`src/rtl/wb_retire_unit_if.sv`:
```
`default_nettype none
// ============================================================================
// Module   : wb_retire_unit_if
// Purpose  : WB slot inputs and register-file write port of wb_retire_unit.
// Revision : 1.0
// ============================================================================
interface wb_retire_unit_if #(
  parameter int XLEN = 32,
  parameter int AW   = 5
);
  logic            i_valid;
  logic            i_rf_wr;
  logic [AW-1:0]   i_rf_wr_addr;
  logic [XLEN-1:0] i_rf_wr_data;
  logic            i_mem_to_reg;
  logic [XLEN-1:0] i_mem_data;
  logic [AW-1:0]   o_wb_wr_reg_addr;
  logic [XLEN-1:0] o_wb_wr_reg_data;
  logic            o_wb_wr_reg_en;

  modport master (
    output i_valid, i_rf_wr, i_rf_wr_addr, i_rf_wr_data, i_mem_to_reg, i_mem_data,
    input  o_wb_wr_reg_addr, o_wb_wr_reg_data, o_wb_wr_reg_en
  );

  modport slave (
    input  i_valid, i_rf_wr, i_rf_wr_addr, i_rf_wr_data, i_mem_to_reg, i_mem_data,
    output o_wb_wr_reg_addr, o_wb_wr_reg_data, o_wb_wr_reg_en
  );
endinterface
`default_nettype wire

```
`src/rtl/wb_retire_unit.sv`:
```
`default_nettype none
// ============================================================================
// Module   : wb_retire_unit
// Purpose  : Write-back port, unstall delay taps, forwarding history, retire count.
// Revision : 1.0
// ============================================================================
module wb_retire_unit #(
  parameter int XLEN          = 32,
  parameter int AW            = 5,
  parameter int UNSTALL_DEPTH = 3,
  parameter int FWD_DEPTH     = 2
) (
  input  wire logic                     clk,
  input  wire logic                     rst,
  wb_retire_unit_if.slave               wb,
  input  wire logic                     i_staller,
  input  wire logic                     i_is_wb_staller,
  input  wire logic [AW-1:0]            i_rs1_addr,
  input  wire logic [AW-1:0]            i_rs2_addr,
  output logic      [UNSTALL_DEPTH-1:0] o_unstall,
  output logic                          o_fwd1_hit,
  output logic                          o_fwd2_hit,
  output logic      [XLEN-1:0]          o_fwd1_data,
  output logic      [XLEN-1:0]          o_fwd2_data,
  output logic      [31:0]              o_retire_cnt
);

  localparam int c_NSRC = 2;

  logic                     w_wr_en;
  logic [XLEN-1:0]          w_wr_data;
  logic [UNSTALL_DEPTH-1:0] r_unstall;
  logic                     r_fwd_vld  [FWD_DEPTH];
  logic [AW-1:0]            r_fwd_addr [FWD_DEPTH];
  logic [XLEN-1:0]          r_fwd_data [FWD_DEPTH];
  logic [31:0]              r_retire_cnt;
  logic [AW-1:0]            w_rs       [c_NSRC];
  logic                     w_hit      [c_NSRC];
  logic [XLEN-1:0]          w_hdata    [c_NSRC];

  assign w_wr_en   = wb.i_valid & wb.i_rf_wr & (wb.i_rf_wr_addr != '0) & ~rst;
  assign w_wr_data = wb.i_mem_to_reg ? wb.i_mem_data : wb.i_rf_wr_data;

  assign wb.o_wb_wr_reg_en   = w_wr_en;
  assign wb.o_wb_wr_reg_addr = w_wr_en ? wb.i_rf_wr_addr : '0;
  assign wb.o_wb_wr_reg_data = w_wr_en ? w_wr_data : '0;

  always_ff @(posedge clk) begin
    if (rst) begin
      r_unstall <= '0;
    end else begin
      r_unstall[0] <= i_staller | i_is_wb_staller;
      for (int k = 1; k < UNSTALL_DEPTH; k++) r_unstall[k] <= r_unstall[k-1];
    end
  end

  always_ff @(posedge clk) begin
    if (rst) begin
      for (int k = 0; k < FWD_DEPTH; k++) begin
        r_fwd_vld[k]  <= 1'b0;
        r_fwd_addr[k] <= '0;
        r_fwd_data[k] <= '0;
      end
    end else if (w_wr_en) begin
      for (int k = 1; k < FWD_DEPTH; k++) begin
        r_fwd_vld[k]  <= r_fwd_vld[k-1];
        r_fwd_addr[k] <= r_fwd_addr[k-1];
        r_fwd_data[k] <= r_fwd_data[k-1];
      end
      r_fwd_vld[0]  <= 1'b1;
      r_fwd_addr[0] <= wb.i_rf_wr_addr;
      r_fwd_data[0] <= w_wr_data;
    end
  end

  always_ff @(posedge clk) begin
    if (rst)            r_retire_cnt <= '0;
    else if (wb.i_valid) r_retire_cnt <= r_retire_cnt + 32'd1;
  end

  assign w_rs[0] = i_rs1_addr;
  assign w_rs[1] = i_rs2_addr;

  // Scan oldest to newest so the newest match overwrites; the in-flight write beats all.
  always_comb begin
    for (int s = 0; s < c_NSRC; s++) begin
      w_hit[s]   = 1'b0;
      w_hdata[s] = '0;
      for (int k = FWD_DEPTH - 1; k >= 0; k--) begin
        if (r_fwd_vld[k] && (r_fwd_addr[k] == w_rs[s])) begin
          w_hit[s]   = 1'b1;
          w_hdata[s] = r_fwd_data[k];
        end
      end
      if (w_wr_en && (wb.i_rf_wr_addr == w_rs[s])) begin
        w_hit[s]   = 1'b1;
        w_hdata[s] = w_wr_data;
      end
      if (rst || (w_rs[s] == '0)) begin
        w_hit[s]   = 1'b0;
        w_hdata[s] = '0;
      end
    end
  end

  assign o_unstall    = r_unstall;
  assign o_retire_cnt = r_retire_cnt;
  assign o_fwd1_hit   = w_hit[0];
  assign o_fwd1_data  = w_hdata[0];
  assign o_fwd2_hit   = w_hit[1];
  assign o_fwd2_data  = w_hdata[1];

endmodule
`default_nettype wire

```
`src/flat_wrapper.sv`:
```
// flat-port wrapper written by rule: the top's interface ports become plain ports
module wb_retire_unit_flat 
#(
  parameter int XLEN          = 32,
  parameter int AW            = 5,
  parameter int UNSTALL_DEPTH = 3,
  parameter int FWD_DEPTH     = 2
)
  (clk, rst, i_staller, i_is_wb_staller, i_rs1_addr, i_rs2_addr, o_unstall, o_fwd1_hit, o_fwd2_hit, o_fwd1_data, o_fwd2_data, o_retire_cnt, wb_i_valid, wb_i_rf_wr, wb_i_rf_wr_addr, wb_i_rf_wr_data, wb_i_mem_to_reg, wb_i_mem_data, wb_o_wb_wr_reg_addr, wb_o_wb_wr_reg_data, wb_o_wb_wr_reg_en);
  wb_retire_unit_if #(.XLEN(XLEN), .AW(AW)) wb_i ();
  input  wire logic clk;
  input  wire logic rst;
  input  wire logic i_staller;
  input  wire logic i_is_wb_staller;
  input  wire logic [AW-1:0] i_rs1_addr;
  input  wire logic [AW-1:0] i_rs2_addr;
  output logic      [UNSTALL_DEPTH-1:0] o_unstall;
  output logic o_fwd1_hit;
  output logic o_fwd2_hit;
  output logic      [XLEN-1:0] o_fwd1_data;
  output logic      [XLEN-1:0] o_fwd2_data;
  output logic      [31:0] o_retire_cnt;
  input wire logic [$bits(wb_i.i_valid)-1:0] wb_i_valid;
  input wire logic [$bits(wb_i.i_rf_wr)-1:0] wb_i_rf_wr;
  input wire logic [$bits(wb_i.i_rf_wr_addr)-1:0] wb_i_rf_wr_addr;
  input wire logic [$bits(wb_i.i_rf_wr_data)-1:0] wb_i_rf_wr_data;
  input wire logic [$bits(wb_i.i_mem_to_reg)-1:0] wb_i_mem_to_reg;
  input wire logic [$bits(wb_i.i_mem_data)-1:0] wb_i_mem_data;
  output wire logic [$bits(wb_i.o_wb_wr_reg_addr)-1:0] wb_o_wb_wr_reg_addr;
  output wire logic [$bits(wb_i.o_wb_wr_reg_data)-1:0] wb_o_wb_wr_reg_data;
  output wire logic [$bits(wb_i.o_wb_wr_reg_en)-1:0] wb_o_wb_wr_reg_en;
  assign wb_i.i_valid = wb_i_valid;
  assign wb_i.i_rf_wr = wb_i_rf_wr;
  assign wb_i.i_rf_wr_addr = wb_i_rf_wr_addr;
  assign wb_i.i_rf_wr_data = wb_i_rf_wr_data;
  assign wb_i.i_mem_to_reg = wb_i_mem_to_reg;
  assign wb_i.i_mem_data = wb_i_mem_data;
  assign wb_o_wb_wr_reg_addr = wb_i.o_wb_wr_reg_addr;
  assign wb_o_wb_wr_reg_data = wb_i.o_wb_wr_reg_data;
  assign wb_o_wb_wr_reg_en = wb_i.o_wb_wr_reg_en;
  wb_retire_unit #(.XLEN(XLEN), .AW(AW), .UNSTALL_DEPTH(UNSTALL_DEPTH), .FWD_DEPTH(FWD_DEPTH)) u_core (.clk(clk), .rst(rst), .wb(wb_i), .i_staller(i_staller), .i_is_wb_staller(i_is_wb_staller), .i_rs1_addr(i_rs1_addr), .i_rs2_addr(i_rs2_addr), .o_unstall(o_unstall), .o_fwd1_hit(o_fwd1_hit), .o_fwd2_hit(o_fwd2_hit), .o_fwd1_data(o_fwd1_data), .o_fwd2_data(o_fwd2_data), .o_retire_cnt(o_retire_cnt));
endmodule
```
`config.mk`:
```
export PLATFORM = sky130hd
export DESIGN_NAME = wb_retire_unit_flat
export DESIGN_NICKNAME = d
export VERILOG_FILES = /design/src/rtl/wb_retire_unit_if.sv /design/src/rtl/wb_retire_unit.sv /design/src/flat_wrapper.sv
export SDC_FILE = /design/constraint.sdc
export NUM_CORES = 1
export LEC_CHECK = 0
export ABC_AREA = 1
export BUFFER_PORTS_ARGS = -buffer_cell sky130_fd_sc_hd__buf_2
export CAP_MARGIN = 10
export CORE_ASPECT_RATIO = 1.75
export CORE_MARGIN = 3
export CORE_UTILIZATION = 58
export DETAILED_ROUTE_END_ITERATION = 10
export GPL_TIMING_DRIVEN = 0
export HOLD_SLACK_MARGIN = 0.02
export PLACE_DENSITY = 0.88
export SYNTH_ARGS = -nofsm -noshare
export SYNTH_HDL_FRONTEND = slang
export SYNTH_SLANG_ARGS = --single-unit
```
`constraint.sdc`:
```
create_clock -name clk -period 9.2 [get_ports clk]
set_input_delay 1.84 -clock clk [delete_from_list [all_inputs] [get_ports clk]]
set_output_delay 1.84 -clock clk [all_outputs]
set_load 0.02 [all_outputs]
```
# Word level (Yosys, flattened, before mapping)
# Memories as Yosys holds them, arrays and structs flattened.
# Index checks and enable logic that the tools add are counted.
# classes
n_addsub,1
eq_ne,6
mux,30
bitwise,11
reduce_logical,11
# ops
cell,n
$mux W32,12
$add A32 B1 Y32 const B,1
$eq A5 B5 Y1,6
$mux W1,15
$mux W5,3
$logic_not A5 Y1,2
$or A1 B1 Y1,7
$logic_and A1 B1 Y1,6
$reduce_bool A5 Y1,1
$and A1 B1 Y1,3
$logic_or A1 B1 Y1,2
$not A1 Y1,1
# totals
reg_bits,35
ramBits,76
input_bits,86
output_inout_bits,139
wordCells,64
memories,3
# mem_list
name,words,word_bits,rd,rd_ports_with_merged_regs,write_ports,line,text
u_core.r_fwd_data,2,32,2,0,2,wb_retire_unit.sv:35,logic [XLEN-1:0] r_fwd_data [FWD_DEPTH];
u_core.r_fwd_addr,2,5,2,0,2,wb_retire_unit.sv:34,logic [AW-1:0] r_fwd_addr [FWD_DEPTH];
u_core.r_fwd_vld,2,1,2,0,2,wb_retire_unit.sv:33,logic r_fwd_vld [FWD_DEPTH];

# Logic depth before layout (Yosys ltp)
# Gate-level depths: netlist (run 1).
# logic_depth
word_depth,7
ltp_mapped,12
ltp_nobuf,11

# Worst setup path after synthesis (run 1)
# No wires, ideal clock.
# synth_timing
path_kind,input port to output port
from,input port rst
to,output port o_fwd1_data[21]
t_arrival_ps,3060
required_time_ps,7360
slack_ps,4300
cell_stages,9
path_buffers,2
cell_sequence,buf_2 inv_2 nand3_4 inv_2 nand2_1 nand3_2 buf_6 nand3_1 nor2_1
# synth_between
elab_chain_cells,5
word_cells_on_any_way,6
classes_between,mux (2); bitwise (2); reduce/logical (2)
# synth_rtl
element,line,text
from (decl),flat_wrapper.sv:12,input wire logic rst;
$not A1 Y1,wb_retire_unit.sv:41,assign w_wr_en = wb.i_valid & wb.i_rf_wr & (wb.i_rf_wr_addr != '0) & ~rst;
$and A1 B1 Y1,wb_retire_unit.sv:41,
named net wb_o_wb_wr_reg_en,flat_wrapper.sv:31,output wire logic [$bits(wb_i.o_wb_wr_reg_en)-1:0] wb_o_wb_wr_reg_en;
$logic_and A1 B1 Y1,wb_retire_unit.sv:95,if (w_wr_en && (wb.i_rf_wr_addr == w_rs[s])) begin
$mux W32,wb_retire_unit.sv:95,
$mux W32,wb_retire_unit.sv:99,if (rst || (w_rs[s] == '0)) begin
to (decl),flat_wrapper.sv:20,output logic [XLEN-1:0] o_fwd1_data;
# The timed path passes the listed nets, and every way through them passes these cells.

# Final worst setup path (run 1)
# layout_timing
from,input port wb_i_rf_wr_addr[4]
to,output port o_fwd1_data[11]
# layout_between
elab_chain_cells,6
word_cells_on_any_way,7
classes_between,eq/ne (1); mux (2); bitwise (2); reduce/logical (2)
# layout_rtl
element,line,text
from (decl),flat_wrapper.sv:25,input wire logic [$bits(wb_i.i_rf_wr_addr)-1:0] wb_i_rf_wr_addr;
$reduce_bool A5 Y1,wb_retire_unit.sv:41,
$and A1 B1 Y1 (2 in series),wb_retire_unit.sv:41,
$logic_and A1 B1 Y1 *,wb_retire_unit.sv:95,
$mux W32 *,wb_retire_unit.sv:95,
$mux W32 *,wb_retire_unit.sv:99,
# Every way passes the cells marked *; elsewhere a longest branch is shown, timed or not.

==> results of run 1 <==
[cell usage in the layout (no fill, tap or decap), types with 2 or more instances in the layout]
cell,n
nor2_1,295
nand2_1,288
buf_2,248
inv_1,121
nand3_1,94
edfxtp_1,76
dfxtp_1,35
o21ai_2,29
o21ai_1,29
mux2i_1,28
buf_6,22
nand4_1,15
inv_2,14
o21ai_0,14
a21oi_1,12
nor3_1,11
clkbuf_16,9
nor2_2,8
nand2_2,7
nor2_4,7
clkbuf_1,7
xnor2_1,5
nand3_4,4
a211oi_1,3
inv_6,3
nand3_2,2
xor2_1,2
clkinv_4,2
[stage by stage]
step | setup slack (ps) | std cells | cell area (sq um) | hold slack, ps
floorplan | 4300 | 1162 | 7920 | 500
global placement | 3420 | 1555 | 9240 | 412
detailed placement | 3890 | 1556 | 9280 | 411
CTS | 3890 | 1572 | 9580 | 421
global route | 3710 | 1572 | 9580 | 447
finish | 3810 | 1572 | 9580 | 419
[final timing paths]
path | startpoint | end | cells past startpoint
min | u_core.o_unstall[0] | u_core.o_unstall[1] | 2
min reg2reg | u_core.o_unstall[0] | u_core.o_unstall[1] | 2
max reg2reg | u_core.o_retire_cnt[0] | u_core.o_retire_cnt[24] | 10
max | wb_i_rf_wr_addr[4] | o_fwd1_data[11] | 14
[per-layer routing]
| layer | global-route usage | part of all wire | wire length, microns | up-vias |
|---|---|---|---|---|
| met5 | 0 | 0 | 0 | - |
| met4 | 0.159 | 0.043 | 1070 | 0 |
| met3 | 0.0586 | 0.077 | 1940 | 82 |
| met2 | 0.607 | 0.53 | 13400 | 454 |
| met1 | 0.354 | 0.35 | 8670 | 3891 |
| li1 | - | - | - | 4133 |
[Yosys cell counts, types with 5 or more instances]
library cell | number | share of area
inv_2 | 14 | 0.0066
nor2_4 | 7 | 0.010
a21oi_1 | 12 | 0.0076
buf_2 | 26 | 0.016
nand2_1 | 289 | 0.14
dfxtp_1 | 35 | 0.089
edfxtp_1 | 76 | 0.29
nor3_1 | 11 | 0.0070
clkbuf_1 | 7 | 0.0033
nand4_1 | 15 | 0.012
nand2_2 | 7 | 0.0055
o21ai_1 | 29 | 0.018
nand3_1 | 94 | 0.059
mux2i_1 | 28 | 0.035
xnor2_1 | 5 | 0.0055
nor2_1 | 295 | 0.14
buf_6 | 22 | 0.031
o21ai_2 | 29 | 0.032
inv_1 | 121 | 0.057
o21ai_0 | 14 | 0.0089
nor2_2 | 8 | 0.0063
[report_power, final]
group	switching, mW	total, mW	internal (mW)	leakage [nW]
Sequential	0.0123	0.573	0.560	1.08
Combinational	0.143	0.211	0.0681	3.49
Clock	0.192	0.408	0.215	0.151
[cell type report]
| type | count | area (sq um) | area share |
|---|---|---|---|
| Buffer | 57 | 415 | 0.0434 |
| Timing Repair Buffer | 223 | 1140 | 0.119 |
| Multi-Input combinational cell | 859 | 4020 | 0.419 |
| Tap cell | 171 | 214 | 0.0223 |
| Sequential cell | 111 | 2980 | 0.311 |
| Clock inverter | 7 | 78.8 | 0.00823 |
| Clock buffer | 9 | 225 | 0.0235 |
| Inverter | 135 | 507 | 0.0529 |
[worst reg2reg max path, stage by stage, from the launching register on]
cell     delay [ps]
dfxtp_1         420
ha_1            200
inv_1            60
nor2_1          250
nand3_1         160
nor2_1          320
nand2_1          90
nor2_1          140
nand2_1          60
nand2_1          60
nor2_1           40
[logic make-up after synthesis]
| kind of cell | count (synthesis) |
|---|---|
| fa+ha+maj | 1 |
| mux | 28 |
| compound gates | 87 |
| xor+xnor | 7 |
| buf+inv | 192 |
| flops | 111 |
| simple gates | 736 |
[state kept, by name, summed over array words and instances (netlist names)]
signal               cells
u_core.o_unstall         3
u_core.o_retire_cnt     32
u_core.r_fwd_addr       10
u_core.r_fwd_data       64
u_core.r_fwd_vld         2
==> out/metrics.cfg, run 1 <==
[floorplanning]
coreArea_sq_mm=0.0131
rows=55
initial_utilization=0.602
pin_count=225
dieWidth_microns=94.3
die-area_sq_mm=0.0151
die_h_microns=161

[clock_network]
cts_buffer_depth=2
clock_latency_ps=360
cts_tree=done
cts_sinks=111
cts_buffers=9
cts_hold_buf=0
clk_pin_slew_ps=70
cts-root-buf=clkbuf_16
ctsResizeCount=0
htree_num_levels=3
post_cts_buffers=0

[setup_path]
start_kind=input pin
crit_required_ps=7360
end_kind=output pin
path_cells=buf_2 -> inv_1 -> nand2_1 -> nand2_1 -> nand2_1 -> nor2_1 -> nand2_1 -> nor2_4 -> buf_2 -> nand2_1 -> nand2_1 -> nand2_1 -> inv_1 -> buf_2
r2r_slack_ps=7320
path_max_fanout=10
crit_path_frequent_cell=nand2_1
cp_data_arrival_time_ps=3550
max_stage_delay_ps=290
critPathTopFamily=simple AND/OR/NAND/NOR gates
worst-setup-path-type=in -> out
worst_path_max_delay_cell=buf_2
path_buf_inv=5

[sta]
hold_violations=0
min_period_ps=5390
drv_slew=0
tns_ps=0
timing.fmax_mhz=185
rsz0062_at_grt=false
relSlewSlack=0.483
finClkSkew_ps=6.42
worst_pin_slew_ps=767
period_share=0.586
finalSetupViolations=0

[finish]
final_nets=1483
fill_cells=1114
final_layout_size_suffix_gt1_frac=0.258
fin_util=0.729
area_growth_pct=21.0
antenna_cells=0

[drt]
drt_iter0_drc=722
ant_nets=0
wl_mm=25.1
viasPerCell=5.45
drc=0
firstDrtPassIters=8
wl_per_cell_microns=15.9
num_vias=8560

[synthesis]
synthesis.nets=1249
synth_top_family_by_area=simple AND/OR/NAND/NOR gates
syn_avg_cell_area_sq_um=6.81
synthXorXnorAreaFrac=0.00775
synth_cell_types=32
synthMuxAreaShare=0.0354
synthSimpleGateAreaFrac=0.392
synth_compound_area_frac=0.0697
ys_ff_latch=111
synthArstFlopShare=0
synth_area_sq_mm=0.00792
synth-edff-count=76
ys.warnings.count=0
ys.flop_type=edfxtp_1
seq_area_frac_synth=0.377
synthAdderAreaFrac=0.00158
synth_cells=1162

[place]
portBuffers=222
gp_congestion=0.968
hpwl_mm=19.0

[power]
vdd_drop_max_mv=0.0936
power.density_mw_per_mm2=124
p_total_mw=1.19
p_leak_nw=4.72

[min_path]
hp-class=reg -> reg

[grt]
grt_util_all_layers=0.330
antenna_found_initial=0
grt_overflow=0
grt_max_degree=48
grt_first_pass_wirelength_mm=40.1
grt_pass1_vias=8460

[run]
max-cap-violations=0

[status]
outcome=finished clean

Power figures use the tool's default switching activity.
==> run 2, diff against run 1 <==
--- a/config.mk
+++ b/config.mk
@@ -10,11 +10,11 @@
 export CAP_MARGIN = 10
 export CORE_ASPECT_RATIO = 1.75
 export CORE_MARGIN = 3
-export CORE_UTILIZATION = 58
+export CORE_UTILIZATION = 53
 export DETAILED_ROUTE_END_ITERATION = 10
 export GPL_TIMING_DRIVEN = 0
 export HOLD_SLACK_MARGIN = 0.02
-export PLACE_DENSITY = 0.88
+export PLACE_DENSITY = 0.81
 export SYNTH_ARGS = -nofsm -noshare
 export SYNTH_HDL_FRONTEND = slang
 export SYNTH_SLANG_ARGS = --single-unit
==> constraint.sdc (replaced) <==
create_clock -name clk -period 5.5 [get_ports clk]
set_input_delay 1.1 -clock clk [delete_from_list [all_inputs] [get_ports clk]]
set_output_delay 1.1 -clock clk [all_outputs]
set_load 0.02 [all_outputs]
==> run 2 against run 1 <==
  * Power increased by 65%
  * Critical path depth unchanged
  * Global-route usage decreased by 3.3 points
  * Cell count increased by 0.57%
  * Worst setup slack got worse by 2200 ps
  * Design area about the same
  * Via count decreased by 2.7%
  * Sequential share of layout area about the same
==> out/metrics.cfg, run 2 (same netlist as run 1, synthesis figures left out) <==
[sta]
finClkSkew_ps=9.09
hold_violations=0
worst_pin_slew_ps=790
relSlewSlack=0.468
whs_ps=424
rsz0062_at_grt=false
drv_slew=0
min_period_ps=3920
timing.fmax_mhz=255
tns_ps=0
finalSetupViolations=0
period_share=0.713

[finish]
largest_reg_flops=64
final_layout_size_suffix_gt1_frac=0.258
antenna_cells=0
final_nets=1483
layout_commonest_cell=nor2_1
fin_area_sq_mm=0.00958
final_cell_mix=nor2_1, nand2_1, buf_2
area_growth_pct=21.0
top_register=u_core.r_fwd_data

[run]
max-cap-violations=0

[place]
portBuffers=222
gp_congestion=0.938
hpwl_mm=18.9
placed_cell_area_sq_mm=0.00929

[grt]
grt_overflow=0
grt_first_pass_wirelength_mm=39.5
grt_max_degree=49
grt_util_all_layers=0.297
grt_pass1_vias=8320
antenna_found_initial=0

[setup_path]
worst-setup-path-type=in -> out
crit_path_frequent_cell=nand2_1
cp_data_arrival_time_ps=2820
path_buf_inv=5
start_kind=input pin
worst_path_max_delay_cell=buf_2
critPathTopFamily=simple AND/OR/NAND/NOR gates
max_stage_delay_ps=290
path_max_fanout=10
end_kind=output pin
crit_required_ps=4400
path_cells=buf_2 -> inv_2 -> nand2_1 -> nand2_1 -> nand2_1 -> nor2_1 -> nand2_1 -> nor2_4 -> buf_2 -> nand2_1 -> nand2_1 -> nand2_1 -> inv_1 -> buf_2

[floorplanning]
pin_count=225
die-area_sq_mm=0.0165
dieWidth_microns=98.4
rows=58
coreArea_sq_mm=0.0145
die_h_microns=168
initial_utilization=0.545

[clock_network]
clk_pin_slew_ps=70
cts_buffer_depth=2
cts_sinks=111
cts-root-buf=clkbuf_16
post_cts_buffers=0
ctsResizeCount=0
clock_latency_ps=350
htree_num_levels=3
cts_tree=done
cts_hold_buf=0
cts_buffers=9

[min_path]
hp-class=reg -> reg

[drt]
drc=0
firstDrtPassIters=5
num_vias=8333
ant_nets=0
wl_per_cell_microns=15.5
drt_iter0_drc=519
viasPerCell=5.27
wl_mm=24.5

[power]
swShare=0.284
seqPwrFrac=0.488
power.density_mw_per_mm2=205
p_leak_nw=4.72
internal_power_mw=1.40
power_frac_clock=0.333
vdd_drop_max_mv=0.166
combPwrFrac=0.178
p_sw_uw=557

[status]
outcome=finished clean

-- run 2: changes by cell type in the layout (fill, tap and decap cells not counted) --
cell and delta:
clkbuf_1 +1, clkinv_2 +1, clkinv_4 -2, clkinvlp_4 +1
inv_4 +2, inv_6 -3
-- run 2: final cells by class --
type                            count  area, sq um
Buffer                             57          415
Clock buffer                       10          229
Clock inverter                      6         60.1
Fill cell                        1381         4940
Inverter                          135          507
Multi-Input combinational cell    859         4020
Sequential cell                   111         2980
Tap cell                          180          225
Timing Repair Buffer              223         1140
-- run 2: routing by layer --
metal | global-route usage | vias up | part of all wire
li1 | - | 4145 | -
met1 | 0.309 | 3810 | 0.35
met2 | 0.559 | 313 | 0.55
met3 | 0.0404 | 65 | 0.061
met4 | 0.166 | 0 | 0.045
met5 | 0 | - | 0
-- run 2: final timing paths --
kind	from	slack, ps	cells past startpoint	endpoint
setup / recovery	i_rs1_addr[2]	1580	14	o_fwd1_data[11]
hold reg to reg	u_core.o_unstall[1]	420	2	u_core.o_unstall[2]
setup reg to reg	u_core.o_retire_cnt[0]	3640	10	u_core.o_retire_cnt[24]
hold / removal	u_core.o_unstall[1]	420	2	u_core.o_unstall[2]
-- run 2: power by group through the flow --
stage | clock, mW | combinational [mW] | sequential, mW
global route | 0.690 | 0.389 | 0.961
finish | 0.654 | 0.350 | 0.957
CTS | 0.660 | 0.350 | 0.956
global placement | 0 | 0.339 | 0.977
detailed placement | 0 | 0.348 | 0.975
floorplan | 0 | 0.227 | 0.976
-- run 2: worst min-delay path: cells and delay by family (launching register included) --
family	cells	cell delay, ps
and+or+nand+nor	1	30
DFF	1	310
buffers and inverters	1	50
-- run 2: metrics by stage --
step | cells | setup slack (ps) | util | total power [mW]
final | 1581 | 1580 | 0.660 | 1.96
after global routing | 1581 | 1480 | 0.660 | 2.04
after CTS | 1581 | 1640 | 0.660 | 1.97
after detailed placement | 1565 | 1650 | 0.640 | 1.32
after global placement | 1564 | 417 | 0.637 | 1.32
after floorplan | 1162 | 1670 | - | 1.20
